File: src/rtl/servo_axis_sequencer.sv
// Multi-axis servo jog/seek sequencer with a bounded position tracker per axis
// and a fire/recoil timing sequencer; all outputs are registered command codes.
module servo_axis_lane #(
    parameter int POS_W   = 25,
    parameter int POS_MAX = 22727272,
    parameter int STEP    = 1,
    parameter int CMD_W   = 4
) (
    input  logic             clk_i,
    input  logic             rst_i,
    input  logic             manual_i,
    input  logic             jog_neg_i,
    input  logic             jog_pos_i,
    input  logic [POS_W-1:0] target_i,
    output logic [CMD_W-1:0] cmd_o,
    output logic [POS_W-1:0] pos_o,
    output logic             on_target_o,
    output logic [1:0]       led_o
);
    // State encoding doubles as the command code driven to the PWM stage.
    typedef enum logic [2:0] {
        AX_IDLE = 3'd0,
        AX_NEG  = 3'd1,
        AX_POS  = 3'd2,
        AX_REL  = 3'd5
    } ax_state_e;

    localparam logic [POS_W-1:0] PMAX  = POS_W'(POS_MAX);
    localparam logic [POS_W-1:0] STEPV = POS_W'(STEP);

    ax_state_e        state_q, state_d;
    logic [POS_W-1:0] pos_q, pos_d, tgt_c, pos_dn, pos_up;
    logic             want_neg, want_pos;
    logic [CMD_W-1:0] cmd_q;
    logic             ont_q;
    logic [1:0]       led_q;

    always_comb begin
        tgt_c    = (target_i > PMAX) ? PMAX : target_i;
        want_neg = manual_i ? (jog_neg_i & ~jog_pos_i) : (pos_q > tgt_c);
        want_pos = manual_i ? (jog_pos_i & ~jog_neg_i) : (pos_q < tgt_c);

        state_d = state_q;
        case (state_q)
            AX_IDLE: begin
                if (want_neg)      state_d = AX_NEG;
                else if (want_pos) state_d = AX_POS;
            end
            AX_NEG:  state_d = want_neg ? AX_NEG : AX_REL;
            AX_POS:  state_d = want_pos ? AX_POS : AX_REL;
            default: state_d = AX_IDLE;
        endcase

        // Saturating step; in seek mode also clipped so it lands on the target.
        pos_dn = (pos_q >= STEPV) ? pos_q - STEPV : '0;
        pos_up = ((PMAX - pos_q) >= STEPV) ? pos_q + STEPV : PMAX;
        pos_d  = pos_q;
        if (state_d == AX_NEG)
            pos_d = (!manual_i && pos_dn < tgt_c) ? tgt_c : pos_dn;
        else if (state_d == AX_POS)
            pos_d = (!manual_i && pos_up > tgt_c) ? tgt_c : pos_up;
    end

    always_ff @(posedge clk_i or posedge rst_i) begin
        if (rst_i) begin
            state_q <= AX_IDLE;
            pos_q   <= '0;
            cmd_q   <= '0;
            ont_q   <= 1'b0;
            led_q   <= '0;
        end else begin
            state_q <= state_d;
            pos_q   <= pos_d;
            cmd_q   <= CMD_W'(state_d);
            ont_q   <= !manual_i && (pos_d == tgt_c);
            led_q   <= {state_d == AX_POS, state_d == AX_NEG};
        end
    end

    assign cmd_o       = cmd_q;
    assign pos_o       = pos_q;
    assign on_target_o = ont_q;
    assign led_o       = led_q;
endmodule

module servo_axis_sequencer #(
    parameter int N_AXES       = 2,
    parameter int POS_W        = 25,
    parameter int POS_MAX      = 22727272,
    parameter int STEP         = 1,
    parameter int CMD_W        = 4,
    parameter int FIRE_TICKS   = 22727272,
    parameter int RECOIL_TICKS = 22727272
) (
    input  logic                    i_Clk,
    input  logic                    i_Rst,
    input  logic                    i_Manual,
    input  logic [N_AXES-1:0]       i_Jog_Neg,
    input  logic [N_AXES-1:0]       i_Jog_Pos,
    input  logic [N_AXES*POS_W-1:0] i_Target,
    input  logic                    i_Fire,
    output logic [N_AXES*CMD_W-1:0] o_Axis_Cmd,
    output logic [N_AXES*POS_W-1:0] o_Axis_Pos,
    output logic [N_AXES-1:0]       o_On_Target,
    output logic [CMD_W-1:0]        o_Fire_Cmd,
    output logic                    o_Fire_Busy,
    output logic [2*N_AXES-1:0]     o_LED
);
    localparam int TMAX  = (FIRE_TICKS > RECOIL_TICKS) ? FIRE_TICKS : RECOIL_TICKS;
    localparam int CNT_W = $clog2(TMAX + 1);

    typedef enum logic [1:0] {
        NOT_FIRE = 2'd0,
        FIRE     = 2'd1,
        RECOIL   = 2'd2
    } fire_state_e;

    logic [N_AXES-1:0] on_tgt;

    for (genvar k = 0; k < N_AXES; k++) begin : g_axis
        servo_axis_lane #(
            .POS_W  (POS_W),
            .POS_MAX(POS_MAX),
            .STEP   (STEP),
            .CMD_W  (CMD_W)
        ) u_lane (
            .clk_i      (i_Clk),
            .rst_i      (i_Rst),
            .manual_i   (i_Manual),
            .jog_neg_i  (i_Jog_Neg[k]),
            .jog_pos_i  (i_Jog_Pos[k]),
            .target_i   (i_Target[k*POS_W +: POS_W]),
            .cmd_o      (o_Axis_Cmd[k*CMD_W +: CMD_W]),
            .pos_o      (o_Axis_Pos[k*POS_W +: POS_W]),
            .on_target_o(on_tgt[k]),
            .led_o      (o_LED[2*k +: 2])
        );
    end

    assign o_On_Target = on_tgt;

    fire_state_e      fstate_q;
    logic [CNT_W-1:0] fcnt_q;
    logic             fire_prev_q;
    logic [CMD_W-1:0] fire_cmd_q;
    logic             busy_q;

    // fire_prev_q tracks the button even while busy, so a held button never retriggers.
    always_ff @(posedge i_Clk or posedge i_Rst) begin
        if (i_Rst) begin
            fstate_q    <= NOT_FIRE;
            fcnt_q      <= '0;
            fire_prev_q <= 1'b0;
            fire_cmd_q  <= '0;
            busy_q      <= 1'b0;
        end else begin
            fire_prev_q <= i_Fire;
            case (fstate_q)
                NOT_FIRE: begin
                    if (i_Fire && !fire_prev_q && (i_Manual || (&on_tgt))) begin
                        fstate_q   <= FIRE;
                        fcnt_q     <= '0;
                        fire_cmd_q <= CMD_W'(FIRE);
                        busy_q     <= 1'b1;
                    end
                end
                FIRE: begin
                    if (fcnt_q == CNT_W'(FIRE_TICKS - 1)) begin
                        fstate_q   <= RECOIL;
                        fcnt_q     <= '0;
                        fire_cmd_q <= CMD_W'(RECOIL);
                    end else begin
                        fcnt_q <= fcnt_q + 1'b1;
                    end
                end
                default: begin
                    if (fcnt_q == CNT_W'(RECOIL_TICKS - 1)) begin
                        fstate_q   <= NOT_FIRE;
                        fcnt_q     <= '0;
                        fire_cmd_q <= CMD_W'(NOT_FIRE);
                        busy_q     <= 1'b0;
                    end else begin
                        fcnt_q <= fcnt_q + 1'b1;
                    end
                end
            endcase
        end
    end

    assign o_Fire_Cmd  = fire_cmd_q;
    assign o_Fire_Busy = busy_q;
endmodule

File: config.mk
export PLATFORM = sky130hd
export DESIGN_NAME = servo_axis_sequencer
export DESIGN_NICKNAME = d
export VERILOG_FILES = /design/src/rtl/servo_axis_sequencer.sv
export SDC_FILE = /design/constraint.sdc
export NUM_CORES = 1
export LEC_CHECK = 0
export CORE_MARGIN = 1.5
export CORE_UTILIZATION = 42
export CTS_BUF_LIST = sky130_fd_sc_hd__clkbuf_16
export DETAILED_ROUTE_END_ITERATION = 10
export GPL_TIMING_DRIVEN = 0
export PLACE_DENSITY = 0.63
export SETUP_SLACK_MARGIN = 0.4
export SLEW_MARGIN = 20
export SYNTH_ARGS = -nofsm -noshare
export SYNTH_HDL_FRONTEND = slang
export SYNTH_SLANG_ARGS = --single-unit
File: constraint.sdc
create_clock -name i_Clk -period 8.05 [get_ports i_Clk]
set_input_delay 1.2075 -clock i_Clk [delete_from_list [all_inputs] [get_ports i_Clk]]
set_output_delay 1.2075 -clock i_Clk [all_outputs]
set_load 0.05 [all_outputs]
After elaboration in Yosys (flattened, before gate mapping)
Cells that the tools add are included.
{"block": "word_totals", "ff_bits": 95, "input_bits": 58, "out_inout_bits": 69}
{"block": "classes", "addsub": 7, "n_lt_le_gt_ge": 14, "n_eq_ne": 14, "n_mux": 42, "bitwise": 9, "n_reduce_logical": 18}
{"operator": "$mux W25", "n": 17}
{"operator": "$ge A25 B1 Y1 const B", "n": 4}
{"operator": "$gt A25 B25 Y1", "n": 4}
{"operator": "$lt A25 B25 Y1", "n": 4}
{"operator": "$add A25 B1 Y25 const B", "n": 3}
{"operator": "$eq A25 B25 Y1", "n": 2}
{"operator": "$gt A25 B25 Y1 const B", "n": 2}
{"operator": "$sub A25 B1 Y25 const B", "n": 2}
{"operator": "$sub A25 B25 Y25 const A", "n": 2}
{"operator": "$eq A25 B25 Y1 const B", "n": 1}
{"operator": "$mux W3", "n": 8}
{"operator": "$pmux W3 S3", "n": 2}
{"operator": "$eq A3 B1 Y1 const B", "n": 4}
{"operator": "$eq A3 B2 Y1 const B", "n": 4}
{"operator": "$mux W4", "n": 3}
{"operator": "$logic_and A1 B1 Y1", "n": 8}
{"operator": "$pmux W4 S2", "n": 1}
{"operator": "$logic_not A3 Y1", "n": 2}
{"operator": "$mux W1", "n": 6}
{"operator": "$mux W2", "n": 3}
{"operator": "$reduce_and A3 Y1", "n": 2}
{"operator": "$not A1 Y1", "n": 5}
{"operator": "$and A1 B1 Y1", "n": 4}
{"operator": "$ne A2 B2 Y1 const B", "n": 2}
{"operator": "other kinds (8)", "n": 9}

Longest topological paths before layout
{"block": "logic_depth", "ltp_word": 12, "depth_mapped": 24, "mapped_depth_nobuf": 21}

Hierarchy
From an unflattened synthesis, not the netlist that was laid out.
{"block": "hier_totals", "cells_unflattened": 2161, "hier_area_um2": 15600.0}
{"module": "servo_axis_lane at g_axis[1].u_lane", "instances": 1, "cells_each": 1029, "area_each_um2": 7268.2, "seq_area_each_um2": 775.7}
{"module": "servo_axis_lane at g_axis[0].u_lane", "instances": 1, "cells_each": 947, "area_each_um2": 6667.6, "seq_area_each_um2": 775.7}
{"module": "servo_axis_sequencer", "instances": 1, "cells_each": 185, "area_each_um2": 1664.1, "seq_area_each_um2": 725.7}

Worst setup path before layout
No wires, ideal clock.
{"block": "synth_timing", "kind": "register to register", "start": "register g_axis[1].u_lane.pos_q[0]", "end": "register g_axis[1].u_lane.ont_q", "setup_ns": 0.111, "arrival_time_ns": 5.958, "path_slack_ns": 1.981, "path_stages_with_launch": 24, "n_path_buf": 3, "cell_sequence": "dfrtp_1 -> clkbuf_1 -> inv_1 -> ha_1 -> nor4b_1 -> and4_1 -> o31ai_1 -> or4_1 -> a2111oi_0 -> o2111ai_1 -> and2_1 -> ha_1 -> o211ai_1 -> a21oi_1 -> o211ai_1 -> a211o_1 -> clkbuf_1 -> and3_1 -> clkbuf_1 -> a31oi_1 -> or4b_2 -> a221oi_1 -> nand4_1 -> a2111oi_2"}
{"block": "synth_via", "elab_chain_cells": 10}
{"element": "start, declared", "line": "32", "text": "logic [POS_W-1:0] pos_q, pos_d, tgt_c, pos_dn, pos_up;"}
{"element": "start signal, assigned", "line": "73", "text": "pos_q <= pos_d;"}
{"element": "$sub A25 B25 Y25 or $lt A25 B25 Y1 (tied branches)", "line": "56, 41"}
{"element": "$ge A25 B1 Y1 or $mux W1 (tied branches)", "line": "56, 41"}
{"element": "$mux W25 or $mux W3 (tied branches)", "line": "56, 47"}
{"element": "$gt A25 B25 Y1 or $mux W3 (tied branches)", "line": "61, 46"}
{"element": "$logic_and A1 B1 Y1 or $pmux W3 S3 (tied branches)", "line": "61, 44"}
{"element": "$mux W25 or $eq A3 B2 Y1 (tied branches)", "line": "61, 60"}
{"element": "$mux W25", "line": "60", "text": "else if (state_d == AX_POS)"}
{"element": "$mux W25 (*)", "line": "58", "text": "if (state_d == AX_NEG)"}
{"element": "$eq A25 B25 Y1 (*)", "line": "75", "text": "ont_q <= !manual_i && (pos_d == tgt_c);"}
{"element": "$logic_and A1 B1 Y1 (*)", "line": "75"}
{"element": "end signal, assigned", "line": "75"}
{"element": "end, declared", "line": "35", "text": "logic ont_q;"}
Every way passes the cells marked *; elsewhere a longest branch is shown, timed or not.
A chain may end at the register's enable or synchronous reset.

Worst setup path in the final report
{"block": "layout_timing", "start": "register g_axis[0].u_lane.pos_q[0]", "end": "register g_axis[0].u_lane.ont_q"}
{"block": "layout_via", "elab_chain_cells": 10}
{"element": "start, declared", "line": "32"}
{"element": "start signal, assigned", "line": "73"}
{"element": "$sub A25 B25 Y25 or $lt A25 B25 Y1 (tied branches)", "line": "56, 41"}
{"element": "$ge A25 B1 Y1 or $mux W1 (tied branches)", "line": "56, 41"}
{"element": "$mux W25 or $mux W3 (tied branches)", "line": "56, 47"}
{"element": "$gt A25 B25 Y1 or $mux W3 (tied branches)", "line": "61, 46"}
{"element": "$logic_and A1 B1 Y1 or $pmux W3 S3 (tied branches)", "line": "61, 44"}
{"element": "$mux W25 or $eq A3 B2 Y1 (tied branches)", "line": "61, 60"}
{"element": "$mux W25", "line": "60"}
{"element": "$mux W25 (*)", "line": "58"}
{"element": "$eq A25 B25 Y1 (*)", "line": "75"}
{"element": "$logic_and A1 B1 Y1 (*)", "line": "75"}
{"element": "end signal, assigned", "line": "75"}
{"element": "end, declared", "line": "35"}
Marks and branches as above.

==> impl_metrics.env <==
export IMPL_status="finished clean"
export IMPL_grt_pass1_wl_mm=120
export IMPL_synth_area_mm2=0.0151
export IMPL_p_clk_share_pct=6.7
export IMPL_fp_dieW_um=193
export IMPL_final_antenna_net_count=0
export IMPL_cts_tree="done"
export IMPL_ff2ff_path_depth=22
export IMPL_max_freq_mhz=129
export IMPL_reg2reg_slack_ns=0.31
export IMPL_vias_per_cell=7.10
export IMPL_dp_cells=2712
export IMPL_cp_cell_sequence="clkbuf_2, inv_1, ha_1, nor4_4, o221ai_1, nor4b_2, o2111ai_1, nor4_2, o2111ai_2, nand2_1, ha_1, nand4_1, nor2_1, a311oi_4, nand2_2, clkbuf_4, nand2_1, nor2_1, o311a_1, nor4_1, o2111ai_1, nor4_2"
export IMPL_drt_iter0_markers=2582
export IMPL_top_level_ports=127
export IMPL_area_growth_pct=17.5
export IMPL_cp_arrival_ns=7.98
export IMPL_cp_depth=22
export IMPL_switching_power_mw=4.63
export IMPL_rsz0062_at_grt="true"
export IMPL_hp_class="register to register"
export IMPL_combPwrFrac_pct=80.0
export IMPL_hold_viol=0
export IMPL_wire_per_inst_um=30.6
export IMPL_synth_main_ff_cell="dfrtp_1"
export IMPL_clk_pin_slew_ns=0.08
export IMPL_internal_power_mw=2.66
export IMPL_max_stage_delay_ns=0.56
export IMPL_drc_errors=0
export IMPL_critPathTopFamily="simple AND/OR/NAND/NOR gates"
export IMPL_port_buffers=117
export IMPL_dr_pass1_iters=8
export IMPL_crit_type="register to register"
export IMPL_cap_violations=0
export IMPL_globalplace_congestion=1.11
export IMPL_h_tree_depth=3
export IMPL_switching_share_pct=63.5
export IMPL_endpoint_kind="register"
export IMPL_slowest_stage="nor4b_2"
export IMPL_synth_edf_count=0
export IMPL_fin_crit_sh_pct=96.2
export IMPL_drive_above_1_share_pct=7.80
export IMPL_finalSetupTns_ns=0
export IMPL_endpoint="g_axis[0].u_lane.on_target_o"
export IMPL_clock_latency_ns=0.41
export IMPL_antenna_found_initial=1
export IMPL_slew_violations=0
export IMPL_yosysWarnings=0
export IMPL_vias=19500
export IMPL_synthesis_instances=2130
export IMPL_finalSetupViolations=0
export IMPL_dieHeight_um=193
export IMPL_coreArea_mm2=0.0355
export IMPL_ys_async_sr_fraction_pct=100
export IMPL_reg2reg_to="g_axis[0].u_lane.on_target_o"
export IMPL_worst_pin_slew_ns=1.09
export IMPL_track_usage_pct=44.6
export IMPL_grt_overflow_total=0
export IMPL_cts_buffer_depth=2
export IMPL_startpoint_type="register"
export IMPL_fin_util_pct=50.0
export IMPL_num_nets_final=2491
export IMPL_p_seq_share_pct=13.3
export IMPL_start_util_pct=42.6
export IMPL_required_ns=8.29
export IMPL_wl_mm=83.8
export IMPL_cp_max_fo=10
export IMPL_finalCriticalPeriod_ns=7.74
export IMPL_syn_avg_cell_area_um2=7.09
export IMPL_skew_ns=0.0365
export IMPL_ir_worst_vdd_uv=265
export IMPL_synth_cell_type_count=91
export IMPL_synth_top_area_share_pct=15.1
export IMPL_slew_headroom_pct=26.6
export IMPL_grt_max_degree=54
export IMPL_synth_top_area_cell="dfrtp_1"
export IMPL_final_cells=2744
export IMPL_power_density_mw_per_mm2=411
export IMPL_grt_pass1_vias=17900
export IMPL_die_area_mm2=0.0371
export IMPL_ys_seq_area_share_pct=15.1
export IMPL_leakage_nw=6.98
export IMPL_synth_area_leaders="dfrtp_1 15%, ha_1 13%, a21oi_1 5.9%"
export IMPL_cp_startpoint="g_axis[0].u_lane.pos_o[0]"
export IMPL_path_buf_inv=3
export IMPL_reg2reg_from="g_axis[0].u_lane.pos_o[0]"
export IMPL_root_buffer="clkbuf_16"
export IMPL_cts_buffers_inserted=9
export IMPL_synth_seq_cells=91
export IMPL_cts_hold_buffers_added=0
export IMPL_std_cell_rows=69
export IMPL_dp_hpwl_mm=64.7
export IMPL_cts_sinks=91
## cells in the mapped netlist (9+ instances only)
| cell | instances |
|---|---|
| nand3_1 | 68 |
| ha_1 | 157 |
| nand4_1 | 53 |
| o221ai_1 | 17 |
| xnor2_1 | 72 |
| or2_2 | 14 |
| nor2b_1 | 10 |
| dfrtp_1 | 91 |
| xor2_1 | 36 |
| nor4_1 | 39 |
| buf_2 | 13 |
| or4_1 | 11 |
| or3_1 | 25 |
| o211ai_1 | 35 |
| and3_1 | 24 |
| nor3_1 | 64 |
| buf_1 | 15 |
| nand2_1 | 218 |
| o21ai_0 | 166 |
| o21a_1 | 14 |
| clkbuf_1 | 101 |
| nand2b_1 | 28 |
| a31oi_1 | 23 |
| nor4b_1 | 10 |
| mux2i_1 | 24 |
| and2_1 | 17 |
| a221oi_1 | 14 |
| o2111ai_1 | 13 |
| o31ai_1 | 15 |
| nor2_1 | 191 |
| a21o_1 | 25 |
| a211oi_1 | 42 |
| nor3b_1 | 9 |
| inv_1 | 93 |
| a21oi_1 | 179 |
| o22ai_1 | 14 |
## worst register-to-register path, cell delays in order (launching register included)
cell and delay, ns:
dfrtp_1 0.52, clkbuf_2 0.33, inv_1 0.21, ha_1 0.46
nor4_4 0.39, o221ai_1 0.21, nor4b_2 0.56, o2111ai_1 0.28
nor4_2 0.46, o2111ai_2 0.38, nand2_1 0.33, ha_1 0.29
nand4_1 0.10, nor2_1 0.12, a311oi_4 0.50, nand2_2 0.26
clkbuf_4 0.31, nand2_1 0.28, nor2_1 0.07, o311a_1 0.34
nor4_1 0.38, o2111ai_1 0.33, nor4_2 0.50
## area by class of cell
type / instances / area, um^2
repair buffers: 132 / 1300
fillers: 3598 / 17700
clock buffers: 9 / 225
inverters: 96 / 367
clock inverters: 7 / 81.3
plain buffers: 137 / 617
multi-input cells: 1809 / 12300
diodes: 2 / 5.00
well taps: 461 / 577
flip-flops and latches: 91 / 2280
## sequential cells by signal, summed over array words and instances (netlist names)
| signal | cells |
|---|---|
| g_axis.u_lane.on_target_o | 2 |
| g_axis.u_lane.state_q | 3 |
| o_Fire_Cmd | 2 |
| g_axis.u_lane.led_o | 4 |
| o_Fire_Busy | 1 |
| g_axis.u_lane.pos_o | 50 |
| fcnt_q | 25 |
| g_axis.u_lane.cmd_o | 3 |
| fire_prev_q | 1 |
## cell usage in the layout, fill, tap and decap left out, drive strengths merged, types with 9 or more instances in the layout
master,synthesis,routed
nor3,67,67
a2111oi,9,9
nor2b,10,10
o31ai,15,15
o2111ai,13,13
nand3,69,69
a211oi,43,43
o21a,14,14
nand2,220,220
and3,24,24
inv,93,97
o211ai,35,35
xor2,36,36
a31oi,23,23
a221oi,14,14
o22ai,15,15
dfrtp,91,91
nand2b,28,28
nand4,53,53
nor3b,9,9
or2,15,15
clkdlybuf4s50,0,116
a21oi,179,179
xnor2,72,72
or3,25,25
clkbuf,101,109
or4,11,11
o221ai,18,18
buf,36,52
nor4b,10,10
and2,18,18
mux2i,24,24
ha,157,157
nor4,44,44
nor2,193,193
o21ai,168,168
a21o,25,25
## worst min-delay path by stage
stage | start | endpoint | slack (ns) | depth (start not counted)
floorplan | fcnt_q[24] | fcnt_q[24] | 0.45 | 1
global placement | fcnt_q[24] | fcnt_q[24] | 0.47 | 1
detailed placement | fcnt_q[24] | fcnt_q[24] | 0.49 | 1
CTS | fcnt_q[24] | fcnt_q[24] | 0.50 | 1
global route | g_axis[1].u_lane.cmd_o[2] | g_axis[1].u_lane.cmd_o[2] | 0.53 | 1
finish | fcnt_q[24] | fcnt_q[24] | 0.50 | 1
## per-layer routing
metal / wire [um] / GRT usage (%) / share of wire, % / up-vias
li1: - / - / - / 8314
met3: 8360 / 8.29 / 10 / 487
met2: 36800 / 68.8 / 44 / 1490
met4: 8660 / 40.2 / 10 / 0
met1: 30100 / 52.5 / 36 / 9179
met5: 0 / 0 / 0 / -
## metrics by stage
| step | instance area [um^2] | hold slack [ns] | total power [mW] | setup WS (ns) |
|---|---|---|---|---|
| finish | 17700 | 0.500 | 7.30 | 0.306 |
| floorplan | 15100 | 0.448 | 4.37 | 1.98 |
| global placement | 16900 | 0.473 | 6.34 | -2.66 |
| CTS | 17500 | 0.503 | 6.97 | 0.405 |
| detailed placement | 16900 | 0.489 | 6.37 | -2.24 |
| global route | 17700 | 0.535 | 7.59 | 0.341 |
## power groups by stage
stage | logic [mW] | registers [mW] | clock network, mW
floorplan | 3.10 | 1.27 | 0
global placement | 5.39 | 0.951 | 0
detailed placement | 5.42 | 0.947 | 0
CTS | 5.54 | 0.944 | 0.489
global route | 6.11 | 0.971 | 0.508
finish | 5.84 | 0.968 | 0.492
## cells by family (layout without fill, tap and decap cells)
logic type,after synthesis,in the layout,share of synthesized area (%)
other cells,1,6,0.0248
fa+ha+maj,157,157,13.0
simple gates,831,831,28.0
flops,91,91,15.1
mux,30,30,2.04
xor+xnor,108,108,6.26
buf+inv,233,381,6.12
compound gates,679,679,29.5
## what timing repair did
item | in CTS | in global routing
setup buffers | 6 | 8
cloned | 0 | 0
resized for setup | 69 | 43
setup endpoints to repair | 55 | 14
pin swaps | 6 | 7
No activity file was read; power rests on OpenSTA's default activity.
